--- config.mk ---
export PLATFORM = sky130hd
export DESIGN_NAME = vga_timing_gen
export DESIGN_NICKNAME = d
export VERILOG_FILES = /design/src/rtl/vga_timing_gen.sv
export SDC_FILE = /design/constraint.sdc
export NUM_CORES = 1
export LEC_CHECK = 0
export CAP_MARGIN = 0
export CORE_MARGIN = 2
export CORE_UTILIZATION = 50
export CTS_BUF_LIST = sky130_fd_sc_hd__clkbuf_4
export DETAILED_ROUTE_END_ITERATION = 16
export PLACE_DENSITY = 0.75
export RECOVER_POWER = 100
export SYNTH_ARGS = -nofsm -noshare
export SYNTH_HDL_FRONTEND = slang
export SYNTH_SLANG_ARGS = --single-unit
export TNS_END_PERCENT = 1
--- constraint.sdc ---
create_clock -name clk_25M -period 3 [get_ports clk_25M]
set_input_delay 0.6 -clock clk_25M [delete_from_list [all_inputs] [get_ports clk_25M]]
set_output_delay 0.6 -clock clk_25M [all_outputs]
set_load 0.05 [all_outputs]
--- src/rtl/vga_timing_gen.sv ---
// rtl/vga_timing_gen.sv - raster timing generator with frame-aligned start/stop and prefetch request
module vga_timing_gen #(
    parameter int H_ACT    = 640,
    parameter int H_FRONT  = 16,
    parameter int H_SYNC   = 96,
    parameter int H_BACK   = 48,
    parameter int V_ACT    = 480,
    parameter int V_FRONT  = 10,
    parameter int V_SYNC   = 2,
    parameter int V_BACK   = 33,
    parameter bit HS_POL   = 1'b0,
    parameter bit VS_POL   = 1'b0,
    parameter int PREFETCH = 2,
    parameter int COORD_W  = 16
) (
    input  logic                      clk_25M,
    input  logic                      rst_n,
    input  logic                      i_start,
    input  logic                      i_stop,
    output logic                      VGA_HS,
    output logic                      VGA_VS,
    output logic                      VGA_BLANK_N,
    output logic                      VGA_SYNC_N,
    output logic                      de,
    output logic                      o_req,
    output logic                      line,
    output logic                      o_frame_start,
    output logic                      o_running,
    output logic signed [COORD_W-1:0] sx,
    output logic signed [COORD_W-1:0] sy
);

    localparam int H_BLANK = H_FRONT + H_SYNC + H_BACK;
    localparam int V_BLANK = V_FRONT + V_SYNC + V_BACK;

    localparam logic signed [COORD_W-1:0] ZERO     = '0;
    localparam logic signed [COORD_W-1:0] ONE      = COORD_W'(1);
    localparam logic signed [COORD_W-1:0] SX_MIN   = COORD_W'(-H_BLANK);
    localparam logic signed [COORD_W-1:0] SX_MAX   = COORD_W'(H_ACT - 1);
    localparam logic signed [COORD_W-1:0] SY_MIN   = COORD_W'(-V_BLANK);
    localparam logic signed [COORD_W-1:0] SY_MAX   = COORD_W'(V_ACT - 1);
    localparam logic signed [COORD_W-1:0] HS_BEG   = COORD_W'(H_FRONT - H_BLANK);
    localparam logic signed [COORD_W-1:0] HS_END   = COORD_W'(H_FRONT + H_SYNC - H_BLANK);
    localparam logic signed [COORD_W-1:0] VS_BEG   = COORD_W'(V_FRONT - V_BLANK);
    localparam logic signed [COORD_W-1:0] VS_END   = COORD_W'(V_FRONT + V_SYNC - V_BLANK);
    localparam logic signed [COORD_W-1:0] REQ_LO   = COORD_W'(-PREFETCH);
    localparam logic signed [COORD_W-1:0] REQ_HI   = COORD_W'(H_ACT - PREFETCH);

    typedef enum logic [1:0] {S_IDLE, S_RUN, S_STOPPING} state_t;

    state_t                      r_state, w_state_nxt;
    logic signed [COORD_W-1:0]   r_sx, r_sy, w_sx_nxt, w_sy_nxt;
    logic                        r_hs, r_vs, r_de, r_req, r_line, r_fs, r_run;
    logic                        w_last, w_run_nxt;

    assign w_last = (r_sx == SX_MAX) && (r_sy == SY_MAX);

    // A start request in STOPPING cancels the pending stop, even on the last pixel
    always_comb begin
        w_state_nxt = r_state;
        case (r_state)
            S_IDLE:     if (i_start && !i_stop) w_state_nxt = S_RUN;
            S_RUN:      if (i_stop) w_state_nxt = S_STOPPING;
            S_STOPPING: begin
                if (i_start && !i_stop) w_state_nxt = S_RUN;
                else if (w_last)        w_state_nxt = S_IDLE;
            end
            default:    w_state_nxt = S_IDLE;
        endcase
    end

    // Counters stay parked in IDLE, so leaving IDLE presents the first pixel immediately
    always_comb begin
        w_sx_nxt = SX_MIN;
        w_sy_nxt = SY_MIN;
        if (r_state != S_IDLE) begin
            if (r_sx == SX_MAX) begin
                w_sx_nxt = SX_MIN;
                w_sy_nxt = (r_sy == SY_MAX) ? SY_MIN : r_sy + ONE;
            end else begin
                w_sx_nxt = r_sx + ONE;
                w_sy_nxt = r_sy;
            end
        end
    end

    assign w_run_nxt = (w_state_nxt != S_IDLE);

    always_ff @(posedge clk_25M) begin
        if (!rst_n) begin
            r_state <= S_IDLE;
            r_sx    <= SX_MIN;
            r_sy    <= SY_MIN;
            r_hs    <= ~HS_POL;
            r_vs    <= ~VS_POL;
            r_de    <= 1'b0;
            r_req   <= 1'b0;
            r_line  <= 1'b0;
            r_fs    <= 1'b0;
            r_run   <= 1'b0;
        end else begin
            r_state <= w_state_nxt;
            r_sx    <= w_sx_nxt;
            r_sy    <= w_sy_nxt;
            r_hs    <= (w_run_nxt && w_sx_nxt >= HS_BEG && w_sx_nxt < HS_END) ? HS_POL : ~HS_POL;
            r_vs    <= (w_run_nxt && w_sy_nxt >= VS_BEG && w_sy_nxt < VS_END) ? VS_POL : ~VS_POL;
            r_de    <= w_run_nxt && (w_sx_nxt >= ZERO) && (w_sy_nxt >= ZERO);
            r_req   <= w_run_nxt && (w_sy_nxt >= ZERO) && (w_sx_nxt >= REQ_LO) && (w_sx_nxt < REQ_HI);
            r_line  <= w_run_nxt && (w_sy_nxt >= ZERO) && (w_sx_nxt == SX_MIN);
            r_fs    <= w_run_nxt && (w_sx_nxt == SX_MIN) && (w_sy_nxt == SY_MIN);
            r_run   <= w_run_nxt;
        end
    end

    assign VGA_HS        = r_hs;
    assign VGA_VS        = r_vs;
    assign de            = r_de;
    assign VGA_BLANK_N   = r_de;
    assign VGA_SYNC_N    = 1'b0;
    assign o_req         = r_req;
    assign line          = r_line;
    assign o_frame_start = r_fs;
    assign o_running     = r_run;
    assign sx            = r_sx;
    assign sy            = r_sy;

endmodule

After elaboration in Yosys (flattened, before gate mapping):

Cells that the tools add are included.
Widths: inputs -> output; s select.

* add/sub/neg operators: 2
* multiply operators: 0
* divide/modulo/power cells: 0
* magnitude comparators: 8
* equal/unequal tests: 6
* shift-type cells: 0
* multiplexer cells: 12
* bitwise logic cells: 0
* reductions and logical operators: 18

Operators with widths (number)
* $mux 16: 5
* $add 16x2->16 const B: 2
* $ge 16x1->1 const B: 2
* $lt 16x7->1 const B: 2
* $eq 16x10->1 const B: 1
* $eq 16x11->1 const B: 1
* $eq 16x7->1 const B: 1
* $eq 16x9->1 const B: 1
* $ge 16x2->1 const B: 1
* $ge 16x7->1 const B: 1
* $ge 16x9->1 const B: 1
* $lt 16x11->1 const B: 1
* $logic_and 1x1->1: 14
* $mux 2: 4
* $pmux 2 s3: 1
* $reduce_bool 2->1: 2
* $eq 2x1->1 const B: 1
* $eq 2x2->1 const B: 1
* $logic_not 2->1: 1
* $mux 1: 2
* $logic_not 1->1: 1

* flip-flop bits (word level): 41
* latch bits: 0
* RAM bits: 0
* ROM bits: 0
* input bits: 4
* output and inout bits: 41
* word-level logic and storage cells: 56
* memories kept: 0

Depth between registers and ports, before layout:

* depth in word-level cells: 9
* depth in mapped cells: 9
* gate-level depth less buffers: 8

Worst setup path after synthesis:

OpenSTA, ideal clock, no wires.

* kind: reg-to-reg
* from: register r_sx[2], in the netlist sx[2]
* to: register r_vs, in the netlist VGA_VS
* setup time: 127 ps
* arrival: 2950 ps
* data required time: 2873 ps
* slack: -77 ps
* cell stages (with the launch flop): 9
* buffers on the path: 1
* path through: dfxtp_1 clkbuf_1 nand3_1 nor4_4 nand4_1 xor2_1 or4_1 o31a_1 or3_1

* longest elaborated chain between the ends: 9

RTL lines
* start, declared: line 52 `logic signed [COORD_W-1:0] r_sx, r_sy, w_sx_nxt, w_sy_nxt;`
* start signal, assigned: line 103 `r_sx <= w_sx_nxt;`
* $eq 16x11->1 (*): line 56, 77
* parallel branches: the longest is 6 deep, another holds $ge 16x7->1
* $logic_and 1x1->1 (*): line 106 `r_vs <= (w_run_nxt && w_sy_nxt >= VS_BEG && w_sy_nxt < VS_END) ? VS_POL : ~VS_POL;`
* $mux 1 (*): line 106
* end signal, assigned: line 95 `r_vs <= ~VS_POL;`
* end signal, assigned: line 106
* end, declared: line 53 `logic r_hs, r_vs, r_de, r_req, r_line, r_fs, r_run;`

Mark *: on every way between the ends.
A chain may end at the register's enable or synchronous reset.

Final worst setup path:

* from: register r_sx[11], in the netlist sx[11]
* to: register r_vs, in the netlist VGA_VS

The elaborated chain is that of the path after synthesis.

==> results.md <==
- Run status: completed
- Count of boundary I/O pins: 45
- Worst setup slack after layout: 0.0866 ns
- Asr flop ratio synth: 0
- Antenna diodes: 0
- Crit Path Max Fanout: 7
- Multiplexer share of the synthesized area: 0.00895
- Number of synthesized register bits: approximately 40
- Main combinational cell family by area after synthesis: simple AND/OR/NAND/NOR gates
- Slowest stage cell, crit path: sky130_fd_sc_hd__or4_4
- Drt first pass iters: 5
- Initial core utilization: 0.510
- Share of the yosys chip area belonging to registers: 0.345
- Synthesized-area fraction occupied by adder cells: 0.0105
- Post-synthesis compound-gate area fraction: 0.102
- Leading cell type by number of instances after synthesis: sky130_fd_sc_hd__nand2_1
- Setup-failing EPs final: 0
- Worst Path Class, Setup: flop to flop
- Number of placement rows: 25
- Routability cong.: 0.911
- Simple logic cell fraction of the synthesized area: 0.391
- Inserted Clock Buffers: 5
- Post-synth EDFFs: 0
- Dominant register cell in the synthesized netlist: sky130_fd_sc_hd__dfxtp_1
- Fmax achieved: 0.343 GHz
- Clock tree root buffer cell: sky130_fd_sc_hd__clkbuf_4
- Number of distinct library cells after synthesis: 50
- Measured slew at the worst slew-check pin: 0.587 ns
- FILL cells: ~440
- Hold Worst Slack: between 0.5 and 0.6 ns
- Vias: 2439
- Time the worst path needs with I/O delays and setup: 2.91 ns
- WL final: 6210 um
- DP HPWL: about 4700 um
- Number of slew-limit violations in the final report: 0
- Hold violation count in the final report: 0
- Antenna Violating Nets Remaining: 0
- Area added between synthesis and finish: 26.0%
- Port-buffer cells: 43
- Maximum number of pins on one net before global-route repair: 15
- Clock sink total: 41
- Number of nets at the end of the flow: 361
- Total die area: 5320 um^2
- Die Y: 72.9 um
- Post-Synthesis Cells: 303
- Max-cap violations: 0
- Static power due to leakage: 1.15 nW
- Clock Skew: 0.0151 ns
- Total routing resource utilization after global routing: 0.245
- Ys Warns: 0
- Share of the cycle needed by the critical path after routing: 0.971
- Via density per instance: 5.95
- Cell Chain, Critical Path: or4_4 -> nor4_4 -> buf_4 -> nand2_1 -> o32a_1 -> a22o_1 -> o31a_1 -> or3_1
- Worst-case vdd ir drop: 0.000234 V
- Pre-CTS worst setup slack: 0.0865 ns
- CTS hold repair buffers: 0
- Post-synth top area cell: sky130_fd_sc_hd__dfxtp_1
- Clock slew seen by the registers of the worst setup and hold paths: 0.14 ns
- Setup crit start kind: flop
- Number of H-tree levels: 2
- DRC: 0
- Arrival time of data at the critical path endpoint: 3.18 ns
- XOR/XNOR share of the synthesized area: 0.103
- Power density of the placed cells: 293 nW/um^2
- Buffer levels on the longest clock path: 2
- First-pass GRT wire length: 10200 um
- Worst-Skew Late Latency: ~0.36 ns
- Overflow after GRT: 0
- Maximum single-stage delay on the critical path: approximately 0.58 ns
- DR WL/cell: 15.2 um
- Floorplan Core Area: 4660 um^2
- Headroom to the max-slew limit: 0.609
- Post-synth top area share: 0.345
- Via count of the first global-routing pass: 2095
- Antenna violations before repair: 0
- Layout cell share with drive strength beyond 1: 0.0927
- Largest cells by area after synthesis: sky130_fd_sc_hd__dfxtp_1 (35%), sky130_fd_sc_hd__nand2_1 (7.9%), sky130_fd_sc_hd__xnor2_1 (5.5%)
- Type of element capturing the critical path: flop
- Horizontal die dimension: 72.9 um
- Initial DRC count: 142
- Syn avg cell area: 7.84 um^2
- Synth cell count leaders: sky130_fd_sc_hd__nand2_1 (50), sky130_fd_sc_hd__dfxtp_1 (41), sky130_fd_sc_hd__nor2_1 (24), sky130_fd_sc_hd__nand4_1 (19), sky130_fd_sc_hd__xnor2_1 (15)
- Required time worst endpoint: 3.26 ns
- Synthesized Nets: 309
- RSZ-0062 raised after global routing: true
- Min-delay worst type: flop to flop
- CTS tree: yes
- Combined area of all synthesized cells: 2380 um^2
-- area by class of cell --
cell class	instances	area (um^2)	area share
Clock buffer	5	37.5	0.0125
Tap cell	54	67.6	0.0226
Sequential cell	41	822	0.275
Timing Repair Buffer	61	562	0.188
Inverter	6	22.5	0.00752
Clock inverter	3	17.5	0.00585
Multi-Input combinational cell	240	1470	0.489
-- power breakdown --
group / internal (W) / leakage, nW / switching [W]
Combinational: 0.0000164 / 0.783 / 0.0000348
Sequential: 0.000548 / 0.332 / 0.00000194
Clock: 0.0000885 / 0.0310 / 0.000188
-- logic make-up (layout without fill, tap and decap cells) --
group	after synthesis	in the layout
and+or+nand+nor	172	172
DFF	41	41
AOI/OAI and AO/OA	35	35
xor gates and xnor gates	28	28
buffers and inverters	22	75
adders and majority gates	2	2
muxes	2	2
other	1	1
-- per-layer routing --
layer | wire length (um) | up-vias | part of all wire | track usage
met4 | 93 | 0 | 0.015 | 0.0658
met1 | 2930 | 1140 | 0.47 | 0.354
met3 | 398 | 9 | 0.064 | 0.0511
met2 | 2790 | 89 | 0.45 | 0.369
met5 | 0 | - | 0 | 0
li1 | - | 1201 | - | -
-- critical path: cells and delay by family (launching register included) --
| family | cells | cell delay (ns) |
|---|---|---|
| AOI/OAI and AO/OA | 3 | 0.86 |
| buffers and inverters | 1 | 0.21 |
| DFF | 1 | 0.33 |
| and+or+nand+nor | 4 | 1.43 |
-- repair_timing --
| action | in CTS | in global routing |
|---|---|---|
| buffers inserted | 0 | 1 |
| resized for setup | 0 | 1 |
| endpoints found under the setup margin | 0 | 3 |
-- stage by stage --
stage / utilization / std cells / setup TNS [ns] / power (W) / instance area, um^2
CTS: 0.642 / 409 / 0 / 0.000886 / 2990
floorplan: - / 303 / 0 / 0.000596 / 2380
detailed placement: 0.630 / 401 / 0 / 0.000614 / 2940
global placement: 0.630 / 401 / 0 / 0.000614 / 2940
global route: 0.642 / 410 / -0.0543 / 0.000907 / 2990
finish: 0.642 / 410 / 0 / 0.000878 / 2990
-- cells in the final DEF, fill, tap and decap left out, types with 5 or more instances in the layout --
cell,synthesis,final
sky130_fd_sc_hd__dlygate4sd3_1,0,16
sky130_fd_sc_hd__a21oi_1,5,5
sky130_fd_sc_hd__nor2_1,24,24
sky130_fd_sc_hd__clkdlybuf4s50_1,0,27
sky130_fd_sc_hd__and3_1,8,8
sky130_fd_sc_hd__o21ai_0,6,6
sky130_fd_sc_hd__nand4_1,19,19
sky130_fd_sc_hd__nor3_1,14,14
sky130_fd_sc_hd__buf_4,2,16
sky130_fd_sc_hd__xor2_1,13,13
sky130_fd_sc_hd__clkbuf_4,0,6
sky130_fd_sc_hd__inv_1,6,6
sky130_fd_sc_hd__nand3b_1,5,5
sky130_fd_sc_hd__nand3_1,13,13
sky130_fd_sc_hd__nor2b_1,6,6
sky130_fd_sc_hd__xnor2_1,15,15
sky130_fd_sc_hd__nand2_1,50,50
sky130_fd_sc_hd__dfxtp_1,41,40
-- worst paths after layout --
path                                          end         startpoint  depth (start not counted)  slack [ns]
worst min register to register  sy[14]$_SDFF_PN1_  sy[14]$_SDFF_PN1_                          2        0.57
worst max-delay path            VGA_VS$_SDFF_PN1_  sx[11]$_SDFF_PN1_                          8        0.09
worst max register to register  VGA_VS$_SDFF_PN1_  sx[11]$_SDFF_PN1_                          8        0.09
worst min-delay path            sy[14]$_SDFF_PN1_  sy[14]$_SDFF_PN1_                          2        0.57
No activity file was read; power rests on OpenSTA's default activity.
